===== src/rtl/alien_bomb_dropper.sv =====
// rtl/alien_bomb_dropper.sv - single-bomb spawner and dropper for the alien formation
//
// Purpose:
//   Picks one armed alien (lowest living alien of a column), spawns a bomb just
//   below it, drops the bomb BOMB_SPEED px per step_tick, tests it against the
//   player hitbox and retires it at the bottom of the screen. Also produces a
//   registered bomb_pixel for the VGA mixer. All coordinates are 16-bit screen
//   space, shared with the formation.
//
// Configuration macro:
//   ALIEN_BOMB_RANDOM_EN - defined: the column search starts at lfsr % NUM_COLUMNS.
//                          undefined: it starts at a round-robin pointer that
//                          advances after every spawn (no LFSR is built).
//
// Ports:
//   clk, rst              clock, synchronous active-high reset
//   game_active           0 parks the block in IDLE and removes the bomb
//   step_tick             1-cycle movement strobe (cooldown and fall timing)
//   armed_matrix[r][c]    1 = alien at row r, column c may fire
//   formation_x/_y        screen position of alien[0][0]
//   player_x/_y           player hitbox top-left corner
//   scan_x/_y             current VGA scan position
//   bomb_active           bomb in flight
//   bomb_x/_y             bomb top-left corner
//   bomb_pixel            registered: bomb covers the scan point
//   player_hit            1-cycle pulse when the bomb hits the player

module alien_bomb_dropper #(
   parameter int          NUM_ROWS        = 2,
   parameter int          NUM_COLUMNS     = 4,
   parameter int          ALIEN_SPACING_X = 64,
   parameter int          ALIEN_SPACING_Y = 32,
   parameter int          ALIEN_WIDTH     = 32,
   parameter int          ALIEN_HEIGHT    = 16,
   parameter int          BOMB_WIDTH      = 2,
   parameter int          BOMB_HEIGHT     = 8,
   parameter int          BOMB_SPEED      = 4,
   parameter int          SCREEN_HEIGHT   = 480,
   parameter int          PLAYER_WIDTH    = 32,
   parameter int          PLAYER_HEIGHT   = 16,
   parameter int          COOLDOWN_STEPS  = 16,
   parameter logic [15:0] LFSR_SEED       = 16'hACE1
) (
   input  logic                                  clk,
   input  logic                                  rst,
   input  logic                                  game_active,
   input  logic                                  step_tick,
   input  logic [NUM_ROWS-1:0][NUM_COLUMNS-1:0]  armed_matrix,
   input  logic [15:0]                           formation_x,
   input  logic [15:0]                           formation_y,
   input  logic [15:0]                           player_x,
   input  logic [15:0]                           player_y,
   input  logic [15:0]                           scan_x,
   input  logic [15:0]                           scan_y,
   output logic                                  bomb_active,
   output logic [15:0]                           bomb_x,
   output logic [15:0]                           bomb_y,
   output logic                                  bomb_pixel,
   output logic                                  player_hit
);

   localparam int CW  = (NUM_COLUMNS > 1) ? $clog2(NUM_COLUMNS) : 1;
   localparam int PCW = $clog2(NUM_COLUMNS + 1);
   localparam int RW  = (NUM_ROWS > 1) ? $clog2(NUM_ROWS) : 1;

   localparam logic [15:0] COOLDOWN_RELOAD = 16'(COOLDOWN_STEPS);
   // Bomb is horizontally centred under the alien sprite.
   localparam logic [15:0] SPAWN_X_OFF     = 16'(ALIEN_WIDTH / 2 - BOMB_WIDTH / 2);
   localparam logic [15:0] SPAWN_Y_OFF     = 16'(ALIEN_HEIGHT);
   localparam logic [15:0] SPACING_X       = 16'(ALIEN_SPACING_X);
   localparam logic [15:0] SPACING_Y       = 16'(ALIEN_SPACING_Y);
   localparam logic [15:0] BOMB_W          = 16'(BOMB_WIDTH);
   localparam logic [15:0] BOMB_H          = 16'(BOMB_HEIGHT);
   localparam logic [15:0] FALL_STEP       = 16'(BOMB_SPEED);
   localparam logic [15:0] SCREEN_H        = 16'(SCREEN_HEIGHT);
   localparam logic [15:0] PLAYER_W        = 16'(PLAYER_WIDTH);
   localparam logic [15:0] PLAYER_H        = 16'(PLAYER_HEIGHT);
   localparam logic [CW-1:0]  LAST_COL     = CW'(NUM_COLUMNS - 1);
   localparam logic [PCW-1:0] LAST_PROBE   = PCW'(NUM_COLUMNS - 1);

   typedef enum logic [1:0] {
      ST_IDLE   = 2'd0,
      ST_SELECT = 2'd1,
      ST_FALL   = 2'd2
   } state_t;

   state_t          state_q, state_d;
   logic [15:0]     cooldown_q, cooldown_d;
   logic [CW-1:0]   col_ptr_q, col_ptr_d;
   logic [PCW-1:0]  probe_cnt_q, probe_cnt_d;
   logic            bomb_active_q, bomb_active_d;
   logic [15:0]     bomb_x_q, bomb_x_d;
   logic [15:0]     bomb_y_q, bomb_y_d;
   logic            bomb_pixel_q, bomb_pixel_d;
   logic            player_hit_q, player_hit_d;

   logic [CW-1:0]   start_col;
   logic            spawn;
   logic            probe_hit;
   logic [RW-1:0]   probe_row;
   logic [15:0]     spawn_x;
   logic [15:0]     spawn_y;
   logic [15:0]     fall_y;
   logic            fall_hit;
   logic            fall_bottom;

   // ------------------------------------------------------------------
   // Start column source
   // ------------------------------------------------------------------
`ifdef ALIEN_BOMB_RANDOM_EN
   logic [15:0] lfsr_q, lfsr_d;
   logic        unused_spawn;

   // Galois form, taps 16,14,13,11 (right shift, feedback mask 0xB400).
   always_comb begin
      lfsr_d = {1'b0, lfsr_q[15:1]} ^ (lfsr_q[0] ? 16'hB400 : 16'h0000);
   end

   always_ff @(posedge clk) begin
      if (rst) begin
         lfsr_q <= LFSR_SEED;
      end else begin
         lfsr_q <= lfsr_d;
      end
   end

   assign start_col    = CW'(lfsr_q % 16'(NUM_COLUMNS));
   assign unused_spawn = spawn;
`else
   logic [CW-1:0] rr_q, rr_d;
   logic          unused_seed;

   // Round-robin start column moves on only after a bomb actually spawns,
   // so an empty search does not skip columns.
   always_comb begin
      rr_d = rr_q;
      if (spawn) begin
         rr_d = (rr_q == LAST_COL) ? '0 : rr_q + 1'b1;
      end
   end

   always_ff @(posedge clk) begin
      if (rst) begin
         rr_q <= '0;
      end else begin
         rr_q <= rr_d;
      end
   end

   assign start_col   = rr_q;
   // The seed only matters when the random start column is built.
   assign unused_seed = ^LFSR_SEED;
`endif

   // ------------------------------------------------------------------
   // Datapath helpers
   // ------------------------------------------------------------------
   // Column probe: with at most one armed bit per column, the last match
   // in row order is the only one; if several were set the lowest row wins.
   always_comb begin
      probe_hit = 1'b0;
      probe_row = '0;
      for (int r = 0; r < NUM_ROWS; r++) begin
         if (armed_matrix[r][col_ptr_q]) begin
            probe_hit = 1'b1;
            probe_row = RW'(r);
         end
      end
   end

   assign spawn_x = formation_x + 16'(col_ptr_q) * SPACING_X + SPAWN_X_OFF;
   assign spawn_y = formation_y + 16'(probe_row) * SPACING_Y + SPAWN_Y_OFF;

   // Hit and bottom tests look at the position the bomb is about to take.
   assign fall_y      = bomb_y_q + FALL_STEP;
   assign fall_hit    = (bomb_x_q < player_x + PLAYER_W) && (player_x < bomb_x_q + BOMB_W) &&
                        (fall_y   < player_y + PLAYER_H) && (player_y < fall_y + BOMB_H);
   assign fall_bottom = (fall_y + BOMB_H) >= SCREEN_H;

   // ------------------------------------------------------------------
   // Control FSM
   // ------------------------------------------------------------------
   always_comb begin
      state_d       = state_q;
      cooldown_d    = cooldown_q;
      col_ptr_d     = col_ptr_q;
      probe_cnt_d   = probe_cnt_q;
      bomb_active_d = bomb_active_q;
      bomb_x_d      = bomb_x_q;
      bomb_y_d      = bomb_y_q;
      player_hit_d  = 1'b0;
      spawn         = 1'b0;

      case (state_q)
         ST_IDLE: begin
            if (step_tick) begin
               // The tick that would take the cooldown to zero starts the search.
               if (cooldown_q <= 16'd1) begin
                  state_d     = ST_SELECT;
                  cooldown_d  = '0;
                  col_ptr_d   = start_col;
                  probe_cnt_d = '0;
               end else begin
                  cooldown_d = cooldown_q - 16'd1;
               end
            end
         end

         ST_SELECT: begin
            if (probe_hit) begin
               spawn         = 1'b1;
               bomb_x_d      = spawn_x;
               bomb_y_d      = spawn_y;
               bomb_active_d = 1'b1;
               state_d       = ST_FALL;
            end else if (probe_cnt_q == LAST_PROBE) begin
               // Every column probed empty: whole formation is unarmed.
               state_d    = ST_IDLE;
               cooldown_d = COOLDOWN_RELOAD;
            end else begin
               col_ptr_d   = (col_ptr_q == LAST_COL) ? '0 : col_ptr_q + 1'b1;
               probe_cnt_d = probe_cnt_q + 1'b1;
            end
         end

         ST_FALL: begin
            if (step_tick) begin
               bomb_y_d = fall_y;
               if (fall_hit) begin
                  player_hit_d  = 1'b1;
                  bomb_active_d = 1'b0;
                  state_d       = ST_IDLE;
                  cooldown_d    = COOLDOWN_RELOAD;
               end else if (fall_bottom) begin
                  bomb_active_d = 1'b0;
                  state_d       = ST_IDLE;
                  cooldown_d    = COOLDOWN_RELOAD;
               end
            end
         end

         default: begin
            state_d       = ST_IDLE;
            bomb_active_d = 1'b0;
            cooldown_d    = COOLDOWN_RELOAD;
         end
      endcase

      // Leaving the game overrides everything, including a hit on this step.
      if (!game_active) begin
         state_d       = ST_IDLE;
         bomb_active_d = 1'b0;
         cooldown_d    = COOLDOWN_RELOAD;
         player_hit_d  = 1'b0;
         spawn         = 1'b0;
      end
   end

   always_comb begin
      bomb_pixel_d = bomb_active_q &&
                     (scan_x >= bomb_x_q) && (scan_x < bomb_x_q + BOMB_W) &&
                     (scan_y >= bomb_y_q) && (scan_y < bomb_y_q + BOMB_H);
   end

   always_ff @(posedge clk) begin
      if (rst) begin
         state_q       <= ST_IDLE;
         cooldown_q    <= COOLDOWN_RELOAD;
         col_ptr_q     <= '0;
         probe_cnt_q   <= '0;
         bomb_active_q <= 1'b0;
         bomb_x_q      <= '0;
         bomb_y_q      <= '0;
         bomb_pixel_q  <= 1'b0;
         player_hit_q  <= 1'b0;
      end else begin
         state_q       <= state_d;
         cooldown_q    <= cooldown_d;
         col_ptr_q     <= col_ptr_d;
         probe_cnt_q   <= probe_cnt_d;
         bomb_active_q <= bomb_active_d;
         bomb_x_q      <= bomb_x_d;
         bomb_y_q      <= bomb_y_d;
         bomb_pixel_q  <= bomb_pixel_d;
         player_hit_q  <= player_hit_d;
      end
   end

   assign bomb_active = bomb_active_q;
   assign bomb_x      = bomb_x_q;
   assign bomb_y      = bomb_y_q;
   assign bomb_pixel  = bomb_pixel_q;
   assign player_hit  = player_hit_q;

endmodule


===== config.mk =====
export PLATFORM = sky130hd
export DESIGN_NAME = alien_bomb_dropper
export DESIGN_NICKNAME = d
export VERILOG_FILES = /design/src/rtl/alien_bomb_dropper.sv
export SDC_FILE = /design/constraint.sdc
export NUM_CORES = 1
export LEC_CHECK = 0
export BUFFER_PORTS_ARGS = -buffer_cell sky130_fd_sc_hd__buf_2
export CORE_ASPECT_RATIO = 0.8
export CORE_UTILIZATION = 40
export DETAILED_ROUTE_END_ITERATION = 8
export HOLD_SLACK_MARGIN = 0.05
export PLACE_DENSITY = 0.65
export SYNTH_ARGS = -nofsm -noshare
export SYNTH_HDL_FRONTEND = slang
export SYNTH_SLANG_ARGS = --single-unit

===== constraint.sdc =====
create_clock -name clk -period 4.4 [get_ports clk]
set_input_delay 0 -clock clk [delete_from_list [all_inputs] [get_ports clk]]
set_output_delay 0 -clock clk [all_outputs]
set_load 0.01 [all_outputs]

==> key figures, run 1 <==
Logic synthesis
  • Cell taking the most area after synthesis: ha_1
  • Cell variety after synth: 80
  • Syn Area/Cell: 7.93 um^2
  • Mux cell area share after synthesis: 0.0157
  • Synth top cells by count: ha_1 (136), nor2_1 (73), a21oi_1 (66)
  • Synth Area in Adders: 0.235
  • Number of synthesized register bits: 60
  • Ys flop type: dfxtp_1
  • Xor and xnor fraction of the mapped netlist area: 0.101
  • Post-synth top area share: 0.233
  • Synth Area in Compound Gates: 0.212
  • Largest family of logic cells by synthesized area: adder cells
  • Post-Syn Area: 7310 um^2
  • Mapped Cells: 922
  • Post-synthesis net count: 1,167
  • EDFF count, synth: 0
  • FFs w/ async S/R, synth: 0
  • Synth Area in Simple Gates: 0.221
  • Synth top area cells: ha_1 (23%), dfxtp_1 (16%), xnor2_1 (6.6%), a21oi_1 (4.5%), nor2_1 (3.7%)
  • Sequential fraction of the synthesis area: 0.164
  • Count leader, synth: ha_1
  • Ys Warns: 0

Power
  • Sw Pwr: 488 uW
  • Sequential fraction of design power: 0.333
  • Power Internal: 1.23 mW
  • Sw Ratio: 0.285
  • P_leak: 4.05 nW
  • Total power draw: 1.71 mW
  • Pwr Density: 184 nW/um^2
  • Comb pwr share: 0.225
  • Maximum vdd drop: 231 uV
  • Portion of total power attributed to the clock network: 0.442

Place
  • Gpl congestion: 0.928
  • Port Buffers: 142
  • Placed cells: 1,311
  • Place WS: 71.8 ps
  • Hpwl dp: 18.2 mm

Die
  • Starting Density: 0.416
  • Core ar.: 17,600 um^2
  • Floorplan row count: 43
  • Die Y: 123 um
  • DIE WIDTH: 153 um
  • Die area: 18,800 um^2
  • I/O pin count: 143

Route
  • Via-per-instance ratio: 5.58
  • Routed via count: 7,551
  • DRT Pass-1 Iters: 8
  • Post-DRT Antenna Nets: 0
  • Drt wl/cell: 16.6 um
  • Initial DRC count: 529
  • Remaining DRCs: 0
  • Routed WL: 22.4 mm

Clock network
  • Clock tree from TritonCTS: built
  • H-tree Lvls: 3
  • Clk sinks: 60
  • Worst-path clk slew: 60 ps
  • Clk root buf: clkbuf_16
  • TritonCTS Buffers: 9
  • Longest Clk Path Bufs: 2
  • Worst-skew pair later-pin latency: 340 ps

Critical path
  • CP max stage delay: 430 ps
  • Crit start category: flop
  • CP most frequent cell: nand2_1
  • CP delay by family, top: compound AO/OA/AOI/OAI gates
  • Buf+Inv Stages, Crit Path: 2
  • CP endpoint kind: flop
  • WP data arrival: 4470 ps
  • Worst path required time: 4630 ps
  • CP Cell Sequence: ha_4, nand3_4, or3_4, a2111oi_4, buf_4, nand2_1, xor2_1, ha_1, a211oi_2, nand3_1, a221o_1, nand2_1, o221ai_1, nor4_2, o31a_1, buf_6, a21oi_4, a211o_1
  • CP max stage cell: nor4_2
  • WS Path Type: reg -> reg
  • CP Max Fanout: 9

STA
  • Final Hold Fails: 0
  • Max Fclk: 236 MHz
  • Post-route setup slack: 161 ps
  • Slew Viols, Final: 0
  • Crit path time final: 4240 ps
  • Final setup viols: 0
  • Least-Margin Pin Slew: 809 ps
  • RSZ-0062 raised after global routing: yes
  • Hold slack: 82.7 ps
  • Worst Skew: 8.45 ps
  • Period Utilization, post-route: 0.963
  • Rel. slew slack: 0.460

Final layout
  • Layout Nets: 1,369
  • Share of cells above drive strength 1: 0.239
  • Final Non-Filler Cells: 1,353
  • Antenna diodes: 0
  • FILL cells: 1,655
  • Synth-to-Final Area Change: 27.7%
  • Final Core Density: 0.531

Hold path
  • HP Class: in -> reg

Global route
  • Initial antenna violation count: 0
  • All-layer global routing usage: 0.234
  • Vias in the first global route: 6,669
  • Global-route wire length before repair: 34.9 mm
  • Largest net degree at the start of global routing: 42
  • Grt ovf: 0

Outcome
  • Status: finished, final reports clean

Flow run
  • Max-cap viol count: 0
-- layout make-up --
type,instances,area (um^2),share of cell area
multi-input combinational,770,5930,0.635
timing repair buffer,219,1360,0.145
sequential,60,1210,0.130
tap,225,282,0.0302
inverter,64,240,0.0257
clock buffer,9,225,0.0241
clock inverter,6,88.8,0.00951
-- kinds of logic (layout without fill, tap and decap cells) --
logic type / Yosys count / count (layout)
buf+inv: 92 / 298
simple gates: 316 / 316
flops: 60 / 60
compound gates: 225 / 225
fa+ha+maj: 137 / 137
mux: 9 / 9
xor+xnor: 83 / 83
-- stage by stage --
| stage | setup TNS, ps | instance area, um^2 |
|---|---|---|
| 4_1_cts | 0 | 9060 |
| 3_3_place_gp | 0 | 8560 |
| 5_1_grt | -476 | 9340 |
| 6_report | 0 | 9340 |
| 2_1_floorplan | 0 | 7320 |
| 3_5_place_dp | 0 | 8560 |
-- cell usage in the layout (no fill, tap or decap), types with 18 or more instances in the layout --
master / Yosys / routed
nor3_1: 20 / 18
nor2_1: 73 / 71
o21ai_0: 32 / 32
buf_4: 0 / 53
nand4_1: 24 / 24
a21o_1: 23 / 23
a211oi_1: 24 / 23
xor2_1: 26 / 25
xnor2_1: 55 / 55
nand2_1: 61 / 60
nand3_1: 53 / 51
inv_1: 61 / 60
dlygate4sd3_1: 0 / 18
dfxtp_1: 60 / 55
ha_1: 136 / 131
a21oi_1: 66 / 65
buf_2: 4 / 142
-- state kept, by name (all words and copies together) (netlist names) --
| name | cells |
|---|---|
| bomb_x | 16 |
| bomb_y | 16 |
| cooldown_q | 16 |
| probe_cnt_q | 3 |
| col_ptr_q | 2 |
| rr_q | 2 |
| state_q | 2 |
| bomb_active | 1 |
| bomb_pixel | 1 |
| player_hit | 1 |
-- tightest hold or removal path, delay by kind of cell --
family	cells	cell delay [ps]
xor gates and xnor gates	1	170
buffers and inverters	1	110
AOI/OAI and AO/OA	1	80
-- what timing repair did --
item	CTS	global route
hold buffers	18	0
endpoints found under the setup margin	0	17
endpoints found under the hold margin	17	0
gates resized for setup	0	45
buffers inserted	0	9
-- metal layers --
layer  vias to the layer above  share of wire  global-route usage  routed length (um)
met5                         -              0                   0                   0
met2                       258           0.40               0.327                8930
met4                         0         0.0093              0.0461                 209
met1                      3464           0.52               0.362               11700
met3                        19          0.070              0.0449                1570
li1                       3810              -                   -                   -
-- power by group through the flow --
stage          logic, mW  registers (mW)  clock network [mW]
6_report           0.386           0.570               0.757
5_1_grt            0.434           0.573               0.793
4_1_cts            0.376           0.571               0.773
2_1_floorplan      0.222           0.581                   0
3_5_place_dp       0.361           0.583                   0
3_3_place_gp       0.357           0.583                   0
-- final timing paths --
kind	from	to	slack, ps	cells past startpoint
min	formation_x[14]	bomb_x[14]	80	3
min reg2reg	probe_cnt_q[1]	probe_cnt_q[1]	470	2
max	bomb_y[3]	cooldown_q[9]	160	18
max reg2reg	bomb_y[3]	cooldown_q[9]	160	18
Note: power is estimated with default switching activity, not from simulation.
==> run 2, diff against run 1 <==
--- a/config.mk
+++ b/config.mk
@@ -10,6 +10,7 @@
 export CORE_UTILIZATION = 40
 export DETAILED_ROUTE_END_ITERATION = 8
 export HOLD_SLACK_MARGIN = 0.05
+export MAX_ROUTING_LAYER = met4
 export PLACE_DENSITY = 0.65
 export SYNTH_ARGS = -nofsm -noshare
 export SYNTH_HDL_FRONTEND = slang
==> run 2 against run 1 <==
Compared with the run above:
- die area did not move
- core utilization fell by 0.40 points
- count of clock-buffer cells in the layout rose by 2
- non-clock buffer count fell by 4
- wire length fell by 1.8%
- maximum frequency fell by 1.4%
- sequential cell count did not move
- worst setup slack got worse by 61 ps
- combinational power barely moved
- first-iteration DRC count fell by 15%
==> key figures, run 2 (synthesis results as in run 1) <==
Critical path
  • R2r setup slk: 100 ps (-60 ps)
  • WP data arrival: 4520 ps (+50 ps)
  • Crit path to: cooldown_q[13]
  • CP endpoint kind: flop
  • Worst path required time: 4620 ps (about the same)
  • CP Cell Sequence: ha_4, nand3_4, buf_6, nor4_4, a2bb2oi_2, and2_4, nand4_1, xor2_1, ha_1, a222oi_1, nand2_1, a2111oi_4, o221ai_2, nor4_4, o31a_1, buf_6, a21oi_4, a211o_1
  • Worst reg2reg path depth: 18 (unchanged)
  • CP Launch Point: bomb_y[3]
  • Worst flop-to-flop path endpoint: cooldown_q[13]
  • CP Max Fanout: 9 (unchanged)
  • WS Path Type: reg -> reg
  • CP max stage cell: dfxtp_4
  • Start of the worst register-to-register path: bomb_y[3]
  • CP max stage delay: 390 ps (-40 ps)
  • Crit start category: flop

STA
  • RSZ-0062 raised after global routing: yes
  • Final Hold Fails: 0 (unchanged)
  • Final setup viols: 0 (unchanged)
  • Rel. slew slack: 0.431 (-0.0292)
  • Slew Viols, Final: 0 (unchanged)
  • Hold slack: 70.7 ps (-12.0 ps)
  • Setup total negative slack: 0 ps (unchanged)
  • Max Fclk: 233 MHz (-1.4%)
  • Worst Skew: 6.88 ps (-1.58 ps)
  • Post-route setup slack: 100 ps (-60.9 ps)
  • Period Utilization, post-route: 0.977 (+0.0138)
  • Crit path time final: 4300 ps (+60.9 ps)
  • Least-Margin Pin Slew: 846 ps (+36.1 ps)

Clock network
  • Worst-skew pair later-pin latency: 330 ps (about the same)
  • TritonCTS Buffers: 9 (unchanged)
  • Clock tree from TritonCTS: built
  • Clk root buf: clkbuf_16
  • Worst-path clk slew: 50 ps (about the same)
  • Longest Clk Path Bufs: 2 (unchanged)
  • Clk sinks: 60 (unchanged)
  • H-tree Lvls: 3 (unchanged)

Global route
  • Initial antenna violation count: 0 (unchanged)
  • Vias in the first global route: 6,698 (+0.43%)
  • Largest net degree at the start of global routing: 42 (unchanged)
  • Grt ovf: 0 (unchanged)
  • Global-route wire length before repair: 34.8 mm (-0.38%)
  • All-layer global routing usage: 0.240 (+0.00655)

Die
  • Floorplan row count: 43 (unchanged)
  • Core ar.: 17,600 um^2 (unchanged)
  • Die area: 18,800 um^2 (unchanged)
  • DIE WIDTH: 153 um (unchanged)
  • Starting Density: 0.416 (unchanged)
  • Die Y: 123 um (unchanged)
  • I/O pin count: 143 (unchanged)

Flow run
  • Max-cap viol count: 0 (unchanged)

Hold path
  • HP Class: in -> reg

Final layout
  • Multi-input gate area: 5940 um^2 (+0.19%)
  • Final Core Density: 0.527 (-0.00398)
  • Fin area: 9270 um^2 (-0.75%)
  • Antenna diodes: 0 (unchanged)
  • Synth-to-Final Area Change: 26.7%
  • Share of cells above drive strength 1: 0.234 (-0.00538)
  • Most common cell after layout, fill and taps aside: buf_2
  • FILL cells: 1,697 (+2.5%)
  • FF/Latch Area: 1210 um^2 (-0.10%)
  • Commonest non-fill, non-tap cells in the layout: buf_2 (142), ha_1 (132), nor2_1 (71)
  • Layout Nets: 1,365 (-0.29%)

Route
  • Routed WL: 22.0 mm (-1.8%)
  • Remaining DRCs: 0 (unchanged)
  • Via-per-instance ratio: 5.50 (-1.4%)
  • DRT Pass-1 Iters: 5 (-3)
  • Routed via count: 7,421 (-1.7%)
  • Initial DRC count: 451 (-15%)
  • Drt wl/cell: 16.3 um (-1.5%)
  • Post-DRT Antenna Nets: 0 (unchanged)

Power
  • P_leak: 3.99 nW (-1.4%)
  • Pwr Density: 174 nW/um^2 (-5.1%)
  • Maximum vdd drop: 193 uV (-17%)

Place
  • Place WS: 31.4 ps (-40.4 ps)
  • Hpwl dp: 18.2 mm (about the same)
  • Gpl congestion: 0.939 (+1.2%)
  • Placed inst area: 8560 um^2 (unchanged)
  • Port Buffers: 142 (unchanged)

Outcome
  • Status: finished, final reports clean
## run 2: layout make-up
type                       instances  share of cell area
sequential                        60               0.131
timing repair buffer             215               0.141
clock buffer                      11              0.0273
clock inverter                     4             0.00270
multi-input combinational        770               0.641
tap                              225              0.0304
inverter                          64              0.0262
## run 2: worst min path at each step
stage,start,to,slack [ps],depth (start not counted)
floorplan,formation_x[0],bomb_x[0],100,1
global placement,formation_x[0],bomb_x[0],230,2
detailed placement,formation_x[0],bomb_x[0],240,2
CTS,formation_x[1],bomb_x[1],60,4
global route,formation_x[1],bomb_x[1],80,4
finish,formation_x[1],bomb_x[1],70,4
## run 2: report_power, final
part           internal, mW  switching [mW]  total (mW)  leakage (nW)
sequential            0.555          0.0164       0.571         0.487
clock                 0.406           0.249       0.654         0.133
combinational         0.179           0.209       0.389          3.37
## run 2: routing by layer
| layer | wire length, um | global-route usage |
|---|---|---|
| met4 | 151 | 0.0436 |
| met5 | 0 | - |
| met3 | 1440 | 0.0343 |
| met2 | 8850 | 0.327 |
| met1 | 11600 | 0.368 |
## run 2: critical path: cells and delay by family, from the launching register on
family / cells / cell delay, ps
compound gates: 7 / 1660
xor+xnor: 1 / 180
fa+ha+maj: 2 / 560
buf+inv: 2 / 270
flops: 1 / 390
simple gates: 6 / 1100
## run 2: through the flow
step                instances  power (mW)
floorplan                 922       0.802
global placement         1311       0.940
detailed placement       1311       0.945
CTS                      1342        1.62
global route             1349        1.71
finish                   1349        1.61
## run 2: what timing repair did
item | CTS | global route
gates resized for setup | 0 | 40
hold endpoints to repair | 16 | 0
setup buffers | 0 | 7
hold buffers | 16 | 0
setup endpoints to repair | 0 | 19
